### src/rtl/uart_frame_pkg.sv
`default_nettype none
// ============================================================================
//  Module      : uart_frame_pkg
//  Description : Shared types, defaults and checksum helper for the UART
//                command-frame parser.
//  Revision    : 1.0 - initial release
// ============================================================================
package uart_frame_pkg;

    // Parser states; the frame layout is SYNC, CMD, LEN, PAYLOAD[LEN], CSUM.
    typedef enum logic [2:0] {
        HUNT    = 3'd0,
        CMD     = 3'd1,
        LEN     = 3'd2,
        PAYLOAD = 3'd3,
        CSUM    = 3'd4,
        DRAIN   = 3'd5
    } frame_state_t;

    localparam logic [7:0] SYNC_BYTE_DEFAULT = 8'hA5;

    // Running 8-bit two's-complement checksum step (wraps modulo 256).
    function automatic logic [7:0] csum8(input logic [7:0] acc, input logic [7:0] b);
        return acc + b;
    endfunction

endpackage
`default_nettype wire

### src/rtl/uart_frame_parser_frame_buf.sv
`default_nettype none
// ============================================================================
//  Module      : frame_buf
//  Description : Payload store for one frame. Synchronous write port,
//                asynchronous read port; the parent registers the read data.
//  Revision    : 1.0 - initial release
// ============================================================================
module frame_buf #(
    parameter int DEPTH  = 64,
    parameter int ADDR_W = 6
) (
    input  logic              clk,
    input  logic              i_we,
    input  logic [ADDR_W-1:0] i_waddr,
    input  logic [7:0]        i_wdata,
    input  logic [ADDR_W-1:0] i_raddr,
    output logic [7:0]        o_rdata
);

    logic [7:0] r_mem [DEPTH];

    // Write one payload byte per accepted rx strobe.
    always_ff @(posedge clk) begin
        if (i_we) begin
            r_mem[i_waddr] <= i_wdata;
        end
    end

    assign o_rdata = r_mem[i_raddr];

endmodule
`default_nettype wire

### src/rtl/uart_frame_parser.sv
`default_nettype none
// ============================================================================
//  Module      : uart_frame_parser
//  Description : Recovers SYNC/CMD/LEN/PAYLOAD/CSUM frames from a UART byte
//                strobe stream, buffers the payload and releases it as a
//                header pulse plus valid/ready byte stream once the checksum
//                verifies. Malformed, stalled or overrun frames raise
//                single-cycle error pulses.
//  Revision    : 1.0 - initial release
// ============================================================================
module uart_frame_parser
    import uart_frame_pkg::*;
#(
    parameter int         CLK_HZ       = 50_000_000,
    parameter int         MAX_LEN      = 64,
    parameter logic [7:0] SYNC_BYTE    = SYNC_BYTE_DEFAULT,
    parameter int         TIMEOUT_CLKS = CLK_HZ / 100
) (
    input  logic       clk,
    input  logic       rst_n,
    input  logic [7:0] rx_data,
    input  logic       rx_valid,
    output logic       hdr_valid,
    output logic [7:0] hdr_cmd,
    output logic [7:0] hdr_len,
    output logic [7:0] m_data,
    output logic       m_valid,
    input  logic       m_ready,
    output logic       m_last,
    output logic       err_csum,
    output logic       err_len,
    output logic       err_timeout,
    output logic       err_overrun,
    output logic       busy
);

    // Pointer and idle-counter widths; clamp to 1 so degenerate parameters
    // still give legal vectors.
    localparam int c_PTR_W = (MAX_LEN > 1) ? $clog2(MAX_LEN) : 1;
    localparam int c_TO_W  = (TIMEOUT_CLKS > 1) ? $clog2(TIMEOUT_CLKS) : 1;

    localparam logic [7:0]        c_MAX_LEN = 8'(MAX_LEN);
    localparam logic [c_TO_W-1:0] c_TO_LAST = c_TO_W'(TIMEOUT_CLKS - 1);
    localparam logic [c_TO_W-1:0] c_TO_ONE  = c_TO_W'(1);
    localparam logic [c_PTR_W-1:0] c_PTR_ONE = c_PTR_W'(1);

    frame_state_t r_state;
    frame_state_t w_next;

    logic [7:0]         r_cmd;
    logic [7:0]         r_len;
    logic [7:0]         r_sum;
    logic [c_PTR_W-1:0] r_wr_ptr;
    logic [c_PTR_W-1:0] r_rd_ptr;
    logic [c_TO_W-1:0]  r_idle;

    logic       r_hdr_valid;
    logic [7:0] r_hdr_cmd;
    logic [7:0] r_hdr_len;
    logic [7:0] r_m_data;
    logic       r_m_valid;
    logic       r_m_last;
    logic       r_err_csum;
    logic       r_err_len;
    logic       r_err_timeout;
    logic       r_err_overrun;
    logic       r_busy;

    logic       w_timed;
    logic       w_timeout;
    logic [7:0] w_sum_next;
    logic       w_csum_ok;
    logic       w_len_bad;
    logic       w_wr_last;
    logic       w_hs;
    logic       w_buf_we;
    logic [7:0] w_rd_data;

    // Idle supervision applies only while a frame is being received.
    assign w_timed    = (r_state == CMD) || (r_state == LEN) ||
                        (r_state == PAYLOAD) || (r_state == CSUM);
    // A byte arriving on the final idle cycle wins over the timeout.
    assign w_timeout  = w_timed && !rx_valid && (r_idle == c_TO_LAST);
    assign w_sum_next = csum8(r_sum, rx_data);
    assign w_csum_ok  = (w_sum_next == 8'd0);
    assign w_len_bad  = (rx_data > c_MAX_LEN);
    assign w_wr_last  = (8'(r_wr_ptr) == (r_len - 8'd1));
    assign w_hs       = r_m_valid && m_ready;
    assign w_buf_we   = (r_state == PAYLOAD) && rx_valid;

    frame_buf #(
        .DEPTH  (MAX_LEN),
        .ADDR_W (c_PTR_W)
    ) u_frame_buf (
        .clk     (clk),
        .i_we    (w_buf_we),
        .i_waddr (r_wr_ptr),
        .i_wdata (rx_data),
        .i_raddr (r_rd_ptr),
        .o_rdata (w_rd_data)
    );

    // State register.
    always_ff @(posedge clk or negedge rst_n) begin
        if (!rst_n) begin
            r_state <= HUNT;
        end else begin
            r_state <= w_next;
        end
    end

    // Next-state decode driven by rx strobes, timeout and drain handshakes.
    always_comb begin
        w_next = r_state;
        unique case (r_state)
            HUNT: begin
                if (rx_valid && (rx_data == SYNC_BYTE)) begin
                    w_next = CMD;
                end
            end
            CMD: begin
                if (rx_valid) begin
                    w_next = LEN;
                end else if (w_timeout) begin
                    w_next = HUNT;
                end
            end
            LEN: begin
                if (rx_valid) begin
                    if (w_len_bad) begin
                        w_next = HUNT;
                    end else if (rx_data == 8'd0) begin
                        w_next = CSUM;
                    end else begin
                        w_next = PAYLOAD;
                    end
                end else if (w_timeout) begin
                    w_next = HUNT;
                end
            end
            PAYLOAD: begin
                if (rx_valid && w_wr_last) begin
                    w_next = CSUM;
                end else if (w_timeout) begin
                    w_next = HUNT;
                end
            end
            CSUM: begin
                if (rx_valid) begin
                    w_next = (w_csum_ok && (r_len != 8'd0)) ? DRAIN : HUNT;
                end else if (w_timeout) begin
                    w_next = HUNT;
                end
            end
            DRAIN: begin
                if (w_hs && r_m_last) begin
                    w_next = HUNT;
                end
            end
            default: begin
                w_next = HUNT;
            end
        endcase
    end

    // Frame datapath, idle counter and registered outputs.
    always_ff @(posedge clk or negedge rst_n) begin
        if (!rst_n) begin
            r_cmd         <= 8'd0;
            r_len         <= 8'd0;
            r_sum         <= 8'd0;
            r_wr_ptr      <= '0;
            r_rd_ptr      <= '0;
            r_idle        <= '0;
            r_hdr_valid   <= 1'b0;
            r_hdr_cmd     <= 8'd0;
            r_hdr_len     <= 8'd0;
            r_m_data      <= 8'd0;
            r_m_valid     <= 1'b0;
            r_m_last      <= 1'b0;
            r_err_csum    <= 1'b0;
            r_err_len     <= 1'b0;
            r_err_timeout <= 1'b0;
            r_err_overrun <= 1'b0;
            r_busy        <= 1'b0;
        end else begin
            r_hdr_valid   <= 1'b0;
            r_err_csum    <= 1'b0;
            r_err_len     <= 1'b0;
            r_err_timeout <= w_timeout;
            r_err_overrun <= 1'b0;
            r_busy        <= (w_next != HUNT);

            // Counter restarts on every byte and on every state entry.
            if (!w_timed || rx_valid || (w_next != r_state)) begin
                r_idle <= '0;
            end else begin
                r_idle <= r_idle + c_TO_ONE;
            end

            unique case (r_state)
                CMD: begin
                    if (rx_valid) begin
                        r_cmd <= rx_data;
                        r_sum <= rx_data;
                    end
                end
                LEN: begin
                    if (rx_valid) begin
                        r_sum <= w_sum_next;
                        if (w_len_bad) begin
                            r_err_len <= 1'b1;
                        end else begin
                            r_len    <= rx_data;
                            r_wr_ptr <= '0;
                        end
                    end
                end
                PAYLOAD: begin
                    if (rx_valid) begin
                        r_sum    <= w_sum_next;
                        r_wr_ptr <= r_wr_ptr + c_PTR_ONE;
                    end
                end
                CSUM: begin
                    if (rx_valid) begin
                        if (w_csum_ok) begin
                            r_hdr_valid <= 1'b1;
                            r_hdr_cmd   <= r_cmd;
                            r_hdr_len   <= r_len;
                            if (r_len != 8'd0) begin
                                // Read pointer is 0 here, so the first byte
                                // goes out alongside the header pulse.
                                r_m_valid <= 1'b1;
                                r_m_data  <= w_rd_data;
                                r_m_last  <= (r_len == 8'd1);
                                r_rd_ptr  <= c_PTR_ONE;
                            end
                        end else begin
                            r_err_csum <= 1'b1;
                        end
                    end
                end
                DRAIN: begin
                    // Single buffer: anything arriving now is lost.
                    if (rx_valid) begin
                        r_err_overrun <= 1'b1;
                    end
                    if (w_hs) begin
                        if (r_m_last) begin
                            r_m_valid <= 1'b0;
                            r_m_last  <= 1'b0;
                            r_rd_ptr  <= '0;
                        end else begin
                            // r_rd_ptr already addresses the next byte.
                            r_m_data <= w_rd_data;
                            r_m_last <= (8'(r_rd_ptr) == (r_len - 8'd1));
                            r_rd_ptr <= r_rd_ptr + c_PTR_ONE;
                        end
                    end
                end
                default: begin
                end
            endcase
        end
    end

    assign hdr_valid   = r_hdr_valid;
    assign hdr_cmd     = r_hdr_cmd;
    assign hdr_len     = r_hdr_len;
    assign m_data      = r_m_data;
    assign m_valid     = r_m_valid;
    assign m_last      = r_m_last;
    assign err_csum    = r_err_csum;
    assign err_len     = r_err_len;
    assign err_timeout = r_err_timeout;
    assign err_overrun = r_err_overrun;
    assign busy        = r_busy;

endmodule
`default_nettype wire

### config.mk
export PLATFORM = sky130hd
export DESIGN_NAME = uart_frame_parser
export DESIGN_NICKNAME = d
export VERILOG_FILES = /design/src/rtl/uart_frame_pkg.sv /design/src/rtl/uart_frame_parser_frame_buf.sv /design/src/rtl/uart_frame_parser.sv
export SDC_FILE = /design/constraint.sdc
export NUM_CORES = 1
export LEC_CHECK = 0
export CAP_MARGIN = 20
export CORE_ASPECT_RATIO = 0.75
export CORE_MARGIN = 8
export CORE_UTILIZATION = 35
export CTS_BUF_LIST = sky130_fd_sc_hd__clkbuf_16
export CTS_CLUSTER_SIZE = 14
export DETAILED_ROUTE_END_ITERATION = 7
export GPL_TIMING_DRIVEN = 1
export PLACE_DENSITY = 0.52
export SLEW_MARGIN = 30
export SYNTH_ARGS = -nofsm -noshare
export SYNTH_HDL_FRONTEND = slang
export SYNTH_SLANG_ARGS = --single-unit
export TNS_END_PERCENT = 100
### constraint.sdc
create_clock -name clk -period 2.76 [get_ports clk]
set_input_delay 0.552 -clock clk [delete_from_list [all_inputs] [get_ports clk]]
set_output_delay 0.552 -clock clk [all_outputs]
set_load 0.03 [all_outputs]
==> results.tsv, run 1 <==
metric	value	unit
status	finished, violations left	
violated checks	setup timing	
flop-to-flop setup slack	-0.25	ns
Layout Skew	0.0148	ns
Synth Net Count	1283	
Vias per Instance	5.15	
I/O pins	44	
die area	78900	sq um
Netlist cell types	64	
GPL Wtd Cong	0.816	
placed cells	2371	
Max Cap Viol	0	
number of global-route vias before repair	13200	
fin util	42.9	%
Post-Route WL	62.1	mm
CP cell instances	ha_4, fa_2, a211oi_2, nor4b_1, or3_1, nor3_2, nand4b_1, buf_4, nand3_4, mux2_4, buf_4, nor4_2	
die height	245	um
die width	322	um
antenna-violating nets left	0	
Initial Utilization	35.2	%
clk sinks	602	
total core area	69700	sq um
nets	1524	
Syn-to-layout area delta	21.8	%
WP data arrival	3.52	ns
Crit path buffers/inverters	2	
pin count of the biggest net entering global routing	68	
final cell count without fillers	2497	
Async SR Flop Fraction	15.0	%
Fin. Hold Viols	0	
Leak Pwr	0.00994	uW
Synth top area share	62.7	%
HPWL Detailed	40.3	mm
GRT Util Overall	15.6	%
CP Launch Type	register	
clk buf depth	3	
maximum ir drop on the vdd rail	0.437	mV
top post-synthesis cells by area	edfxtp_1 63%, mux4_2 15%, dfrtp_1 9.2%	
synthesized area	24500	sq um
Reg clk slew, reported paths	0.06	ns
DR vias	12900	
Cells after Synth	1258	
synth warn	0	
drc violations	0	
Final Slew Violations	0	
Pre-antenna DRT Iters	5	
Largest stage delay, worst path	0.41	ns
crit share post-route	109	%
row cnt	84	
min cycle time layout	3.01	ns
remaining global-route overflow	0	
ratio of cells with drive above 1 in the final layout	35.6	%
Root Driver	clkbuf_16	
kind of critical path	reg2reg	
final number of setup-violating endpoints	40	
clock latency on the worst-skew pair	0.62	ns
initial antenna violation count	7	
wire per inst	24.9	um
post-route setup slack	-0.246	ns
TritonCTS clock tree	yes	
f_max	0.333	GHz
Min-Delay Path Class	in2reg	
worst-margin pin slew	0.813	ns
Crit path required time	3.28	ns
Setup TNS	-6.53	ns
register bit count reported by yosys	602	
area leader, netlist	edfxtp_1	
number of flops mapped to enable cells by yosys	512	
Worst path slowest cell	dfrtp_1	
# port buffers	43	
H-tree Lvls	2	
CP endpoint kind	register	
Top FF cell, synth	edfxtp_1	
Relative slew margins	45.8	%
crit-path max FO	6	
RSZ-0062 raised after global routing	yes	
critical path's top delay family	simple AND/OR/NAND/NOR gates	
Cell Pwr Density	613	nW/um^2
total power	18300	uW
first-pass GRT wire length	91.1	mm
DRT iter0 DRCs	1169	
Num CTS Buffers	58	
cell mode on critical path	buf_4	
post-synthesis sequential area ratio	71.9	%
Mean Syn Cell Area	19.5	sq um
==> where the power goes <==
| group | switching [uW] | internal [uW] | total (uW) |
|---|---|---|---|
| logic | 276 | 125 | 402 |
| clock network | 3450 | 4570 | 8020 |
| registers | 16.0 | 9890 | 9900 |
| total | 3740 | 14600 | 18300 |
==> final timing paths <==
check,start,endpoint,depth (start not counted)
hold reg to reg,r_idle[0]$_DFF_PN0_,r_idle[0]$_DFF_PN0_,1
hold / removal,rx_data[1],u_frame_buf.r_mem[63][1]$_DFFE_PP_,2
min in group asynchronous,rst_n,r_cmd[3]$_DFFE_PN0P_,2
setup reg to reg,r_sum[0]$_DFFE_PN0P_,r_idle[0]$_DFF_PN0_,12
setup / recovery,r_sum[0]$_DFFE_PN0P_,r_idle[0]$_DFF_PN0_,12
max in group asynchronous,rst_n,r_idle[6]$_DFF_PN0_,3
==> metrics by stage <==
step,setup WS [ns],cell area (sq um),hold slack [ns]
after global routing,-0.409,29900,0.437
after CTS,-0.257,29700,0.393
after floorplan,-0.255,24600,0.256
final,-0.246,29900,0.446
after detailed placement,-0.633,27600,0.487
after global placement,-0.635,27600,0.475
==> cells in the final DEF (no fill, tap or decap), types with 11 or more instances in the layout <==
master	synthesis	routed
edfxtp_1	512	512
mux4_2	168	168
buf_4	5	164
nor2_1	107	107
dfrtp_1	90	86
clkbuf_16	0	60
nand2_1	38	36
clkdlybuf4s50_1	0	34
buf_12	0	28
inv_1	11	24
xor2_1	22	22
nand3_1	22	21
mux2_2	37	21
xnor2_1	19	19
o21ai_0	26	17
mux2_4	1	17
clkinv_2	0	12
clkinv_1	0	11
==> sequential cells by signal (all words and copies together), names as in the netlist, 3 cells and up <==
signal,count
u_frame_buf.r_mem,512
r_cmd,8
r_sum,8
hdr_len,8
r_len,8
r_rd_ptr,6
hdr_cmd,8
r_wr_ptr,6
m_data,8
r_idle,19
r_state,3
==> layer usage <==
layer  up-vias  global-route usage, %  routed length, um
li1       5578                      -                  -
met1      6877                   23.5              29500
met2       318                   22.4              26800
met3        78                   4.23               4560
met4         0                   3.88               1210
met5         -                      0                  0
==> cell type report <==
cell class | count | area (sq um)
inverter | 11 | 41.3
fill | 6062 | 39800
antenna | 2 | 5.00
sequential | 602 | 17600
clock inverter | 52 | 459
timing repair buffer | 246 | 2330
multi-input combinational | 580 | 6760
tap | 946 | 1180
clock buffer | 58 | 1450
==> cell families (layout without fill, tap and decap cells) <==
logic type	after synthesis	count (layout)	synth area share [%]
AND/OR/NAND/NOR	251	251	5.34
other	0	2	0
AO/OA/AOI/OAI	61	61	1.60
buffers and inverters	76	367	1.42
adder cells (fa/ha/maj)	13	13	0.694
multiplexers	213	213	17.5
XOR/XNOR	42	42	1.58
flip-flops	602	602	71.9
==> Yosys cell counts (all sizes together) (3+ instances only) <==
cell type / count
a21oi: 7
a31oi: 3
and2: 4
and3: 5
buf: 33
clkbuf: 32
dfrtp: 90
edfxtp: 512
ha: 12
inv: 11
mux2: 38
mux2i: 7
mux4: 168
nand2: 38
nand2b: 4
nand3: 22
nand3b: 5
nand4: 5
nor2: 108
nor2b: 7
nor3: 10
nor4: 15
nor4b: 3
o21ai: 26
o31a: 4
or3: 9
or4: 5
xnor2: 20
xor2: 22
==> what timing repair did <==
action                                  CTS  global route
endpoints found under the setup margin   41            44
gates cloned                              2             1
hold endpoints to repair                 45             0
pin swaps                                16             7
hold buffers                              1             0
setup buffers                             7             5
resized for setup                        22            27
(Power assumes the default switching activity.)
==> run 2, diff against run 1 <==
Settings changed: RECOVER_POWER set to 25, SLEW_MARGIN 30 to 20.
==> run 2 against run 1 <==
  * The flow finishes with violations (capacitance limit, slew limit, setup timing)
  * Hold slack gained 0.057 ns
  * Clock power is essentially flat
  * Critical path type unchanged
  * Global-route usage is the same
  * Register-to-register slack is essentially flat
  * First-iteration DRC count grew 0.26%
  * Sequential cell count is the same
  * Final cell count is the same
==> results.tsv, run 2 (same netlist as run 1, synthesis figures left out) <==
metric	value	unit	change
clk sinks	602		unchanged
Largest stage delay, worst path	0.41	ns	about the same
switching part of the total	20.4	%	about the same
CP cell instances	ha_4, fa_2, a211oi_2, nor4b_1, or3_1, nor3_2, nand4b_1, buf_4, nand3_4, mux2_4, buf_4, nor4_2		unchanged
Worst path slowest cell	dfrtp_1		unchanged
die width	322	um	unchanged
Max Cap Viol	4		was 0
Top Usage Layer GRT	met1		unchanged
status	finished, violations left		unchanged
H-tree Lvls	2		unchanged
hold path start	r_sum[3]$_DFFE_PN0P_		was rx_data[1]
internal power	14600	uW	about the same
Crit path required time	3.28	ns	about the same
f_max	0.331	GHz	was 0.333 GHz
RSZ-0062 raised after global routing	yes		unchanged
M3 GR Usage	4.23	%	unchanged
Fill cells	6074		was 6062
worst-margin pin slew	1.90	ns	was 0.813 ns
first-pass GRT wire length	91.1	mm	unchanged
Post-Route WL	62.0	mm	was 62.1 mm
reg2reg start	r_sum[0]$_DFFE_PN0P_		unchanged
Clk network pwr share	43.7	%	was 43.8%
dpl ws	-0.633	ns	unchanged
ratio of cells with drive above 1 in the final layout	34.6	%	was 35.6%
biggest registers after layout	u_frame_buf.r_mem x512, r_idle x19		unchanged
critical path's top delay family	simple AND/OR/NAND/NOR gates		unchanged
Critical path origin	r_sum[0]$_DFFE_PN0P_		unchanged
clk buf depth	3		unchanged
antenna-violating nets left	0		unchanged
switching pwr	3730	uW	was 3740 uW
most frequent cells in the layout	512 x edfxtp_1, 168 x mux4_2, 151 x buf_4		was 512 x edfxtp_1, 168 x mux4_2, 164 x buf_4
final number of setup-violating endpoints	42		was 40
M1 GR Usage	23.5	%	unchanged
Root Driver	clkbuf_16		unchanged
row cnt	84		unchanged
cell mode on critical path	buf_4		unchanged
TritonCTS clock tree	yes		unchanged
pin count of the biggest net entering global routing	68		unchanged
flop-to-flop setup slack	-0.26	ns	was -0.25 ns
Crit path depth	12		unchanged
Pre-antenna DRT Iters	5		unchanged
Layout Skew	0.0142	ns	was 0.0148 ns
Reg clk slew, reported paths	0.06	ns	about the same
crit share post-route	109	%	about the same
remaining global-route overflow	0		unchanged
WHS	0.503	ns	was 0.446 ns
Min-Delay Path Class	reg2reg		was in2reg
DR vias	12900		about the same
Vias per Instance	5.17		was 5.15
Crit path buffers/inverters	2		unchanged
GPL Wtd Cong	0.816		unchanged
# port buffers	43		unchanged
CP endpoint kind	register		unchanged
drc violations	0		unchanged
violated checks	capacitance limit, slew limit, setup timing		was setup timing
total core area	69700	sq um	unchanged
Fin. Hold Viols	0		unchanged
Leak Pwr	0.00988	uW	was 0.00994 uW
die area	78900	sq um	unchanged
Initial Utilization	35.2	%	unchanged
Num CTS Buffers	58		unchanged
Sequential cell area	17600	sq um	unchanged
clock latency on the worst-skew pair	0.62	ns	about the same
cell depth of the worst hold path	2		unchanged
most flop-heavy register	u_frame_buf.r_mem		unchanged
max FFs per register	512		unchanged
r2r worst-path depth	12		unchanged
CP endpoint	r_idle[0]$_DFF_PN0_		unchanged
nets	1524		unchanged
met2 usage	22.4	%	unchanged
commonest non-fill, non-tap cell in the layout	edfxtp_1		unchanged
final cell count without fillers	2497		unchanged
GRT Util Overall	15.6	%	unchanged
Relative slew margins	-26.7	%	was 45.8%
maximum ir drop on the vdd rail	0.438	mV	was 0.437 mV
Flop pwr share	54.1	%	was 54.0%
kind of critical path	reg2reg		unchanged
wire per inst	24.8	um	was 24.9 um
Crit Reg-Reg Endpoint	r_idle[0]$_DFF_PN0_		unchanged
CP Launch Type	register		unchanged
die height	245	um	unchanged
Syn-to-layout area delta	21.6	%	was 21.8%
min cycle time layout	3.02	ns	was 3.01 ns
number of global-route vias before repair	13200		unchanged
Final Slew Violations	174		was 0
Combinational Power Share	2.1	%	was 2.2%
area of the multi-input gates	6760	sq um	unchanged
WP data arrival	3.54	ns	was 3.52 ns
placed cells	2371		unchanged
initial antenna violation count	8		was 7
I/O pins	44		unchanged
total power	18300	uW	about the same
post-route setup slack	-0.260	ns	was -0.246 ns
HPWL Detailed	40.3	mm	unchanged
DRT iter0 DRCs	1172		was 1169
Cell Pwr Density	614	nW/um^2	was 613 nW/um^2
crit-path max FO	6		unchanged
run 2: cell types whose count changed in the layout (fill, tap and decap cells not counted), sizes merged:
cell | previous run | this run
buf | 209 | 190
clkbuf | 60 | 79
run 2: cell type report:
cell class              instances  share of cell area, %
diodes                          2                 0.0168
clock buffers                  58                   4.87
clock inverters                52                   1.54
inverters                      11                  0.138
multi-input cells             580                   22.7
flip-flops and latches        602                   59.1
well taps                     946                   3.97
repair buffers                246                   7.65
run 2: power by group through the flow:
stage / Combinational, uW / Sequential [uW] / Clock (uW)
6_report: 393 / 9910 / 8010
5_1_grt: 433 / 9900 / 8560
3_3_place_gp: 388 / 10100 / 0
3_5_place_dp: 398 / 10100 / 0
4_1_cts: 406 / 9900 / 8200
2_1_floorplan: 108 / 10100 / 0
run 2: worst min-delay path by stage:
stage | end | slack [ns]
floorplan | busy$_DFF_PN0_ | 0.26
global placement | r_sum[4]$_DFFE_PN0P_ | 0.47
detailed placement | r_sum[2]$_DFFE_PN0P_ | 0.49
CTS | u_frame_buf.r_mem[63][1]$_DFFE_PP_ | 0.39
global route | r_sum[3]$_DFFE_PN0P_ | 0.52
finish | r_sum[3]$_DFFE_PN0P_ | 0.50
run 2: repair_timing:
item / in CTS / in global routing
pin swaps: 16 / 7
endpoints found under the setup margin: 41 / 44
hold buffers: 1 / 0
endpoints found under the hold margin: 45 / 0
cloned: 2 / 1
setup buffers: 7 / 5
resized for setup: 22 / 27
run 2: tightest hold or removal path: cells and delay by family, from the launching register on:
family / cells / cell delay (ns)
flip-flops: 1 / 0.35
AND/OR/NAND/NOR: 1 / 0.05
AO/OA/AOI/OAI: 1 / 0.07
run 2: metal layers:
metal	routed length [um]	share of wire, %	vias up
li1	-	-	5576
met1	29500	48	6931
met2	27000	44	327
met3	4430	7.1	74
met4	1070	1.7	0
met5	0	0	-
run 2: stage by stage:
stage / util, % / setup TNS [ns] / area (sq um)
6_report: 42.8 / -6.90 / 29800
5_1_grt: 42.8 / -13.99 / 29800
4_1_cts: 42.7 / -6.52 / 29700
3_5_place_dp: 39.7 / -21.12 / 27600
3_3_place_gp: 39.7 / -22.16 / 27600
2_1_floorplan: - / -6.67 / 24600
==> run 3, diff against run 2 <==
Settings changed: SETUP_SLACK_MARGIN set to 0.4.
==> run 3 against run 2 <==
  * The flow still finishes with violations (capacitance limit, slew limit, setup timing)
  * Critical path depth stayed put
  * Clock-buffer cell count grew 2
  * Critical path type unchanged
  * Global-route usage rose by 0.099 points
  * Sequential power barely moved
  * Worst setup slack better by 0.040 ns
  * Non-clock buffer count rose by 8
  * Routed wire length grew 0.32%
==> results.tsv, run 3 (same netlist as run 1, synthesis figures left out) <==
metric	value	unit	change
status	finished, violations left		unchanged
violated checks	capacitance limit, slew limit, setup timing		unchanged
top layer in use	met4		unchanged
kind of critical path	reg2reg		unchanged
I/O pins	44		unchanged
post-route setup slack	-0.221	ns	was -0.260 ns
drc violations	0		unchanged
Leak Pwr	0.00988	uW	about the same
clock latency on the worst-skew pair	0.62	ns	about the same
HPWL Detailed	41.2	mm	was 40.3 mm
Syn-to-layout area delta	22.0	%	was 21.6%
die width	322	um	unchanged
Vias per Instance	5.08		was 5.17
Crit path required time	3.26	ns	was 3.28 ns
f_max	0.335	GHz	was 0.331 GHz
# port buffers	43		unchanged
crit-path max FO	17		was 6
GRT Util Overall	15.7	%	was 15.6%
most flop-heavy register	u_frame_buf.r_mem		unchanged
commonest non-fill, non-tap cell in the layout	edfxtp_1		unchanged
Post-Route WL	62.2	mm	was 62.0 mm
die height	245	um	unchanged
DRT iter0 DRCs	1163		was 1172
number of global-route vias before repair	13100		was 13200
DRT met1 WL	29.9	mm	was 29.5 mm
most frequent cells in the layout	512 x edfxtp_1, 168 x mux4_2, 157 x buf_4		was 512 x edfxtp_1, 168 x mux4_2, 151 x buf_4
wire per inst	24.8	um	about the same
WHS	0.467	ns	was 0.503 ns
GPL Wtd Cong	0.802		was 0.816
RSZ-0062 raised after global routing	yes		unchanged
Layout Skew	0.0127	ns	was 0.0142 ns
Max Cap Viol	2		was 4
die area	78900	sq um	unchanged
Reg clk slew, reported paths	0.06	ns	about the same
r2r worst-path depth	12		unchanged
biggest registers after layout	u_frame_buf.r_mem x512, r_idle x19		unchanged
Initial Utilization	35.2	%	unchanged
total core area	69700	sq um	unchanged
pin count of the biggest net entering global routing	69		was 68
DR vias	12700		was 12900
metal3 WL	4.08	mm	was 4.43 mm
Cell Pwr Density	608	nW/um^2	was 614 nW/um^2
Root Driver	clkbuf_16		unchanged
Crit Reg-Reg Endpoint	hdr_cmd[0]$_DFFE_PN0P_		was r_idle[0]$_DFF_PN0_
ratio of cells with drive above 1 in the final layout	35.9	%	was 34.6%
first-pass GRT wire length	91.6	mm	was 91.1 mm
row cnt	84		unchanged
nets	1533		was 1524
CP endpoint kind	register		unchanged
worst-margin pin slew	2.05	ns	was 1.90 ns
H-tree Lvls	2		unchanged
reg2reg start	r_sum[0]$_DFFE_PN0P_		unchanged
Critical path origin	r_sum[0]$_DFFE_PN0P_		unchanged
remaining global-route overflow	0		unchanged
Fin. Hold Viols	0		unchanged
clk sinks	602		unchanged
crit share post-route	108	%	was 109%
initial antenna violation count	7		was 8
Met2 Wirelength	27.2	mm	was 27.0 mm
antenna-violating nets left	0		unchanged
Min-Delay Path Class	in2reg		was reg2reg
WP data arrival	3.48	ns	was 3.54 ns
clk buf depth	3		unchanged
Setup TNS	-7.26	ns	was -6.90 ns
TritonCTS clock tree	yes		unchanged
max FFs per register	512		unchanged
min cycle time layout	2.98	ns	was 3.02 ns
CP Launch Type	register		unchanged
CP endpoint	hdr_cmd[0]$_DFFE_PN0P_		was r_idle[0]$_DFF_PN0_
Pre-antenna DRT Iters	5		unchanged
Final Slew Violations	84		was 174
Relative slew margins	-36.9	%	was -26.7%
Num CTS Buffers	59		was 58
flop-to-flop setup slack	-0.22	ns	was -0.26 ns
cell depth of the worst hold path	2		unchanged
maximum ir drop on the vdd rail	0.420	mV	was 0.438 mV
final number of setup-violating endpoints	43		was 42
==> run 3: critical path: stages, from the launching register on <==
cell,delay [ns]
dfrtp_1,0.40
ha_4,0.18
fa_2,0.39
a211oi_4,0.26
nor4b_1,0.08
or3_4,0.35
nor3_4,0.13
buf_4,0.12
buf_4,0.09
nand3b_1,0.15
nor2_4,0.17
buf_12,0.18
mux2_2,0.35
==> run 3: cell type report <==
type,count,area (sq um)
Fill cell,6128,39800
Sequential cell,602,17600
Multi-Input combinational cell,580,6860
Timing Repair Buffer,254,2320
Clock buffer,60,1500
Tap cell,946,1180
Clock inverter,49,372
Inverter,11,41.3
Antenna cell,4,10.0
==> run 3: power by group <==
part	internal [uW]	switching [uW]
Clock	4400	3460
Sequential	9890	15.6
Combinational	139	286
Total	14400	3760
==> run 3: worst min path at each step <==
stage / from / endpoint
global placement: rst_n / hdr_cmd[1]$_DFFE_PN0P_
floorplan: rst_n / busy$_DFF_PN0_
detailed placement: rst_n / hdr_cmd[1]$_DFFE_PN0P_
finish: rx_data[2] / u_frame_buf.r_mem[48][2]$_DFFE_PP_
global route: rx_data[2] / u_frame_buf.r_mem[48][2]$_DFFE_PP_
CTS: rst_n / hdr_cmd[5]$_DFFE_PN0P_
==> run 3: layer usage <==
| layer | up-vias | global-route usage (%) |
|---|---|---|
| li1 | 5582 | - |
| met1 | 6755 | 23.5 |
| met2 | 312 | 22.9 |
| met3 | 77 | 4.21 |
| met4 | 0 | 3.28 |
| met5 | - | 0 |
==> run 3: timing repair <==
action | CTS | global route
hold endpoints to repair | 22 | 0
hold buffers | 1 | 0
pin swaps | 21 | 9
gates resized for setup | 41 | 18
buffers inserted | 13 | 0
setup endpoints to repair | 65 | 103
==> run 3: stage by stage <==
| stage | util [%] | total power [uW] | instances | area (sq um) | setup WS (ns) |
|---|---|---|---|---|---|
| 2_1_floorplan | - | 10200 | 1258 | 24700 | -0.255 |
| 3_3_place_gp | 39.9 | 10500 | 2379 | 27800 | -0.696 |
| 3_5_place_dp | 39.9 | 10500 | 2379 | 27800 | -0.664 |
| 4_1_cts | 42.9 | 18400 | 2502 | 29900 | -0.229 |
| 5_1_grt | 42.9 | 18800 | 2503 | 29900 | -0.386 |
| 6_report | 42.9 | 18200 | 2506 | 29900 | -0.221 |
